==> src/rtl/ip_sequencer.sv <==
// Instruction-pointer sequencer: advance/branch/jump plus a bounded call/return stack.
// Every command resolves in one clk edge; stack misuse is dropped and latched in sticky flags.
module ip_sequencer #(
  parameter int unsigned       ADDR_W       = 16,
  parameter int unsigned       STACK_DEPTH  = 8,
  parameter logic [ADDR_W-1:0] RESET_VECTOR = '0
) (
  input  logic                               clk,
  input  logic                               reset,
  input  logic                               advance,
  input  logic [2:0]                         adv_len,
  input  logic                               jump,
  input  logic                               branch,
  input  logic                               call,
  input  logic                               ret,
  input  logic [ADDR_W-1:0]                  target,
  input  logic [ADDR_W-1:0]                  disp,
  output logic [ADDR_W-1:0]                  ip,
  output logic [$clog2(STACK_DEPTH+1)-1:0]   depth,
  output logic                               stack_full,
  output logic                               stack_empty,
  output logic                               overflow,
  output logic                               underflow
);

  localparam int unsigned          DEPTH_W    = $clog2(STACK_DEPTH + 1);
  localparam int unsigned          PTR_W      = $clog2(STACK_DEPTH);
  localparam logic [DEPTH_W-1:0]   FULL_DEPTH = DEPTH_W'(STACK_DEPTH);

  logic [ADDR_W-1:0]  ip_q, ip_d;
  logic [DEPTH_W-1:0] depth_q, depth_d;
  logic               overflow_q, overflow_d;
  logic               underflow_q, underflow_d;
  logic [ADDR_W-1:0]  stack_q [STACK_DEPTH];

  logic [ADDR_W-1:0]  next_ip;
  logic [PTR_W-1:0]   wr_ptr;
  logic [PTR_W-1:0]   rd_ptr;
  logic               push;

  assign next_ip = ip_q + ADDR_W'(adv_len);
  // depth never exceeds STACK_DEPTH, so its low bits address the free slot
  // whenever a push is legal, and one below that is the top of stack.
  assign wr_ptr  = depth_q[PTR_W-1:0];
  assign rd_ptr  = wr_ptr - PTR_W'(1);

  always_comb begin
    ip_d        = ip_q;
    depth_d     = depth_q;
    overflow_d  = overflow_q;
    underflow_d = underflow_q;
    push        = 1'b0;
    if (ret) begin
      if (depth_q != '0) begin
        ip_d    = stack_q[rd_ptr];
        depth_d = depth_q - DEPTH_W'(1);
      end else begin
        underflow_d = 1'b1;
      end
    end else if (call) begin
      if (depth_q != FULL_DEPTH) begin
        push    = 1'b1;
        ip_d    = target;
        depth_d = depth_q + DEPTH_W'(1);
      end else begin
        overflow_d = 1'b1;
      end
    end else if (jump) begin
      ip_d = target;
    end else if (branch) begin
      ip_d = next_ip + disp;
    end else if (advance) begin
      ip_d = next_ip;
    end
  end

  always_ff @(posedge clk) begin
    if (reset) begin
      ip_q        <= RESET_VECTOR;
      depth_q     <= '0;
      overflow_q  <= 1'b0;
      underflow_q <= 1'b0;
    end else begin
      ip_q        <= ip_d;
      depth_q     <= depth_d;
      overflow_q  <= overflow_d;
      underflow_q <= underflow_d;
    end
  end

  // Storage is left unreset; entries at or above depth are never read.
  always_ff @(posedge clk) begin
    if (push && !reset) begin
      stack_q[wr_ptr] <= next_ip;
    end
  end

  assign ip          = ip_q;
  assign depth       = depth_q;
  assign stack_full  = (depth_q == FULL_DEPTH);
  assign stack_empty = (depth_q == '0);
  assign overflow    = overflow_q;
  assign underflow   = underflow_q;

endmodule

==> config.mk <==
export PLATFORM = sky130hd
export DESIGN_NAME = ip_sequencer
export DESIGN_NICKNAME = d
export VERILOG_FILES = /design/src/rtl/ip_sequencer.sv
export SDC_FILE = /design/constraint.sdc
export NUM_CORES = 1
export LEC_CHECK = 0
export ABC_AREA = 1
export BUFFER_PORTS_ARGS = -buffer_cell sky130_fd_sc_hd__buf_2
export CORE_ASPECT_RATIO = 1.5
export CORE_UTILIZATION = 59
export DETAILED_ROUTE_END_ITERATION = 7
export PLACE_DENSITY = 0.85
export SLEW_MARGIN = 0
export SYNTH_ARGS = -nofsm -noshare
export SYNTH_HDL_FRONTEND = slang
export SYNTH_SLANG_ARGS = --single-unit
==> constraint.sdc <==
create_clock -name clk -period 4.59 [get_ports clk]
set_input_delay 0.918 -clock clk [delete_from_list [all_inputs] [get_ports clk]]
set_output_delay 0.918 -clock clk [all_outputs]
set_load 0.02 [all_outputs]
==> results.py <==
metrics = {
    "status": {
        "run_status": "finished, final reports clean",
    },
    "power": {
        "power_report.internal_total_uw": 3180,
        "leakage_power_uw": 0.00357,
        "vdd.ir_drop.worst_mv": 0.358,
        "clkPwrFrac_pct": 26.0,
        "power.sequential.fraction_pct": 35.2,
        "power.density_cell_area_nw_per_um2": 603,
        "netSwitchingPower_uw": 2080,
        "fin_total_pwr_uw": 5260,
        "power_frac_comb_pct": 38.8,
        "switching_share_pct": 39.5,
    },
    "clock_tree": {
        "cts.repair.resized": 0,
        "root_buffer": "sky130_fd_sc_hd__clkbuf_16",
        "insertion_delay_ns": 0.42,
        "cts.path.max_buffers": 2,
        "tritoncts.num_buffers": 17,
        "cts.clk_slew.worst_paths_ns": 0.06,
        "h_tree_depth_reported_by_cts": 4,
        "clock_sinks": 150,
        "cts.repair_timing.setup_buffer_count": 0,
        "clock_tree_from_tritoncts": "yes",
        "cts-hold-fix-buffers": 0,
    },
    "critical_path": {
        "r2r-start": "ip[0]",
        "slowest_cell_on_crit_path": "sky130_fd_sc_hd__fa_1",
        "worst_path_largest_cell_delay_ns": 0.42,
        "cp_cell_sequence": "buf_2 -> ha_1 -> fa_1 -> nand3_1 -> nand2_1 -> nand2_1 -> nor2_4 -> xor2_1 -> inv_1 -> ha_1 -> nand2_1 -> inv_1 -> a21oi_1 -> nand2_1 -> a21oi_1 -> nand3_1 -> nand3_1 -> nand2_1 -> nand2_1 -> nand2_1 -> a21oi_2",
        "crit_family": "simple AND/OR/NAND/NOR gates",
        "critPathBufInv": 3,
        "critical_path_arrival_ns": 4.15,
        "crit_path_frequent_cell": "sky130_fd_sc_hd__nand2_1",
        "crit_path_start_kind": "primary input",
        "type_of_element_capturing_the_critical_path": "flop",
        "cp_max_fo": 9,
        "startpoint_of_the_worst_setup_timing_path": "adv_len[0]",
        "kind_of_critical_path": "in2reg",
        "critical_path_required_ns": 4.95,
    },
    "routing": {
        "drt_wl_total_microns": 20400,
        "drt_pre_antenna_iters": 6,
        "drt-initial-drc-count": 745,
        "drt-vias-per-instance": 6.15,
        "remaining_drc_errors": 0,
        "detail-route-antenna-nets": 0,
        "wirelength_per_cell_microns": 19.9,
        "route.vias.total": 6322,
    },
    "synth": {
        "ys_warn_count": 0,
        "synth.net_count": 859,
        "yosysUniqueCellTypes": 41,
        "postSynthCellCount": 791,
        "syn-mean-instance-area_sq_um": 9.64,
        "synth_area_sq_um": 7620,
        "seq_area_frac_synth_pct": 56.2,
        "yosys_register_bits": 150,
    },
    "timing": {
        "fin_max_slew_vios": 0,
        "timing.final.hold_violations": 0,
        "skew_ns": 0.00893,
        "clock_period_minus_final_worst_setup_slack_ns": 3.79,
        "setup_repair_after_global_routing_missed_its_margin": "no",
        "totalNegativeSetupSlack_ns": 0,
        "achievable-frequency_mhz": 264,
        "setup_viol": 0,
        "finalCritPeriodShare_pct": 82.6,
        "slew-limit-headroom_pct": 35.4,
        "max_slew.worst_pin.slew_ns": 0.969,
    },
    "floorplan": {
        "floorplan.initialDensity_pct": 60.9,
        "chipWidth_microns": 94.8,
        "pin_count": 66,
        "floorplan.die_area_sq_um": 13400,
        "chipHeight_microns": 141,
        "core-area_sq_um": 12500,
        "core.rowCount": 50,
    },
    "finish": {
        "nFillCells": 910,
        "layout.cell_area.non_filler_sq_um": 8710,
        "regArea_sq_um": 4290,
        "postLayoutCoreUtil_pct": 69.6,
        "antenna-diode-count": 0,
        "multi_input_comb_area_sq_um": 2950,
        "layout.nets": 927,
        "areaGrowthSynthToFinish_pct": 14.3,
        "drive_gt1_share_pct": 15.1,
        "layoutNonFillerInstCount": 1028,
    },
    "place": {
        "dp.final_hpwl_microns": 13300,
        "port_buffers": 65,
        "post_dp_cell_area_sq_um": 8130,
        "dp.cells": 996,
        "finalWeightedCongestion": 0.947,
    },
    "global_routing": {
        "first_global_vias": 6114,
        "antenna_found_initial": 0,
        "gr-total-overflow": 0,
        "grt_pass1_wl_microns": 31600,
        "grt_start_max_net_pins": 68,
        "gr-usage-all-layers_pct": 32.4,
    },
    "hold_path": {
        "hold_start": "underflow",
        "worst_hold_path_type": "reg2reg",
    },
    "flow_run": {
        "drv_cap": 0,
    },
}
## cell families (layout without fill, tap and decap cells)
logic type | count (synthesis) | after routing | share of synthesized area [%]
AND/OR/NAND/NOR | 319 | 319 | 17.1
adder cells (fa/ha/maj) | 26 | 26 | 4.56
multiplexers | 10 | 10 | 1.31
XOR/XNOR | 13 | 13 | 1.69
AO/OA/AOI/OAI | 176 | 176 | 14.0
flip-flops | 150 | 150 | 56.2
buffers and inverters | 97 | 178 | 5.12
## through the flow
| step | setup WS [ns] | hold WS, ns |
|---|---|---|
| after floorplan | 1.12 | 0.520 |
| after global placement | 0.559 | 0.440 |
| after detailed placement | 0.450 | 0.453 |
| after CTS | 0.885 | 0.463 |
| after global routing | 0.554 | 0.479 |
| final | 0.800 | 0.462 |
## final timing paths
kind	cells after the start	endpoint	slack (ns)
setup / recovery	21	ip[15]	0.80
setup reg to reg	20	ip[15]	1.07
hold reg to reg	2	underflow	0.46
hold / removal	2	underflow	0.46
## power by group through the flow
stage / Clock, uW / Combinational [uW] / Sequential, uW
4_1_cts: 1370 / 2010 / 1840
6_report: 1370 / 2040 / 1850
2_1_floorplan: 0 / 1320 / 1920
3_5_place_dp: 0 / 1970 / 1870
5_1_grt: 1420 / 2220 / 1860
3_3_place_gp: 0 / 1910 / 1860
## worst min-delay path: cells and delay by family (launching register included)
| family | cells | cell delay, ns |
|---|---|---|
| compound gates | 1 | 0.05 |
| buf+inv | 1 | 0.05 |
| flops | 1 | 0.31 |
## layout make-up
cell class | count | share of cell area (%)
inverters | 61 | 2.63
multi-input cells | 544 | 33.8
well taps | 156 | 2.24
clock inverters | 14 | 1.74
repair buffers | 85 | 5.46
flip-flops and latches | 150 | 49.2
clock buffers | 18 | 4.93
## routing by layer
metal	vias to the layer above	global-route usage, %	share of wire (%)
met5	-	0	0
met4	0	20.6	5.1
met3	80	5.45	7.5
met2	381	54.0	51
met1	2935	38.2	37
li1	2926	-	-
## synthesized netlist by cell type
library cell,number,area (sq um)
sky130_fd_sc_hd__a31oi_1,5,31.3
sky130_fd_sc_hd__clkbuf_1,17,63.8
sky130_fd_sc_hd__nand3_2,1,10.0
sky130_fd_sc_hd__o221ai_1,10,87.6
sky130_fd_sc_hd__nor2_1,131,492
sky130_fd_sc_hd__clkbuf_2,1,5.00
sky130_fd_sc_hd__nand2_2,1,6.26
sky130_fd_sc_hd__clkinv_1,1,3.75
sky130_fd_sc_hd__a21oi_2,1,8.76
sky130_fd_sc_hd__xor2_1,9,78.8
sky130_fd_sc_hd__a21oi_1,42,210
sky130_fd_sc_hd__a21o_1,3,22.5
sky130_fd_sc_hd__fa_1,3,60.1
sky130_fd_sc_hd__buf_1,3,11.3
sky130_fd_sc_hd__inv_2,5,18.8
sky130_fd_sc_hd__nand3_1,36,180
sky130_fd_sc_hd__nor2_4,1,11.3
sky130_fd_sc_hd__o21ai_1,6,30.0
sky130_fd_sc_hd__xnor2_1,2,17.5
sky130_fd_sc_hd__nor3_1,4,20.0
sky130_fd_sc_hd__nand2_1,130,488
sky130_fd_sc_hd__or2_2,1,6.26
sky130_fd_sc_hd__dfxtp_1,22,440
sky130_fd_sc_hd__buf_2,14,70.1
sky130_fd_sc_hd__nor4_1,1,6.26
sky130_fd_sc_hd__buf_6,1,11.3
sky130_fd_sc_hd__nand3b_1,1,7.51
sky130_fd_sc_hd__inv_1,55,206
sky130_fd_sc_hd__nor2_2,3,18.8
sky130_fd_sc_hd__ha_1,23,288
sky130_fd_sc_hd__nand4_1,7,43.8
sky130_fd_sc_hd__o21bai_1,4,30.0
sky130_fd_sc_hd__xnor2_2,2,32.5
sky130_fd_sc_hd__and2_1,2,12.5
sky130_fd_sc_hd__a31o_2,1,8.76
sky130_fd_sc_hd__o21ai_0,68,340
sky130_fd_sc_hd__edfxtp_1,128,3840
sky130_fd_sc_hd__mux2i_1,10,100
sky130_fd_sc_hd__o211ai_1,13,97.6
sky130_fd_sc_hd__o311ai_0,1,8.76
sky130_fd_sc_hd__o32ai_1,22,193
## flip-flops by register name (all words and copies together) (netlist names)
name and count:
depth 4, ip 16, overflow 1, stack_q 128
underflow 1
## cells in the final DEF, fill, tap and decap left out, types with 2 or more instances in the layout
cell type / count
sky130_fd_sc_hd__inv_1: 54
sky130_fd_sc_hd__buf_4: 20
sky130_fd_sc_hd__o21ai_1: 6
sky130_fd_sc_hd__edfxtp_1: 128
sky130_fd_sc_hd__ha_1: 23
sky130_fd_sc_hd__clkinvlp_4: 3
sky130_fd_sc_hd__mux2i_1: 10
sky130_fd_sc_hd__nor2_2: 3
sky130_fd_sc_hd__clkinv_1: 3
sky130_fd_sc_hd__nand2_1: 130
sky130_fd_sc_hd__fa_1: 3
sky130_fd_sc_hd__nor3_1: 4
sky130_fd_sc_hd__clkinv_2: 2
sky130_fd_sc_hd__xor2_1: 9
sky130_fd_sc_hd__dfxtp_1: 21
sky130_fd_sc_hd__a21o_1: 3
sky130_fd_sc_hd__buf_2: 65
sky130_fd_sc_hd__o21bai_1: 4
sky130_fd_sc_hd__a21oi_1: 42
sky130_fd_sc_hd__o32ai_1: 22
sky130_fd_sc_hd__o21ai_0: 68
sky130_fd_sc_hd__xnor2_2: 2
sky130_fd_sc_hd__and2_1: 2
sky130_fd_sc_hd__xnor2_1: 2
sky130_fd_sc_hd__bufinv_16: 2
sky130_fd_sc_hd__o211ai_1: 13
sky130_fd_sc_hd__o221ai_1: 10
sky130_fd_sc_hd__a31oi_1: 5
sky130_fd_sc_hd__nor2_1: 131
sky130_fd_sc_hd__inv_6: 2
sky130_fd_sc_hd__inv_2: 5
sky130_fd_sc_hd__clkbuf_16: 17
sky130_fd_sc_hd__nand3_1: 36
sky130_fd_sc_hd__nand4_1: 7
sky130_fd_sc_hd__clkinv_4: 3
(Power assumes the default switching activity.)
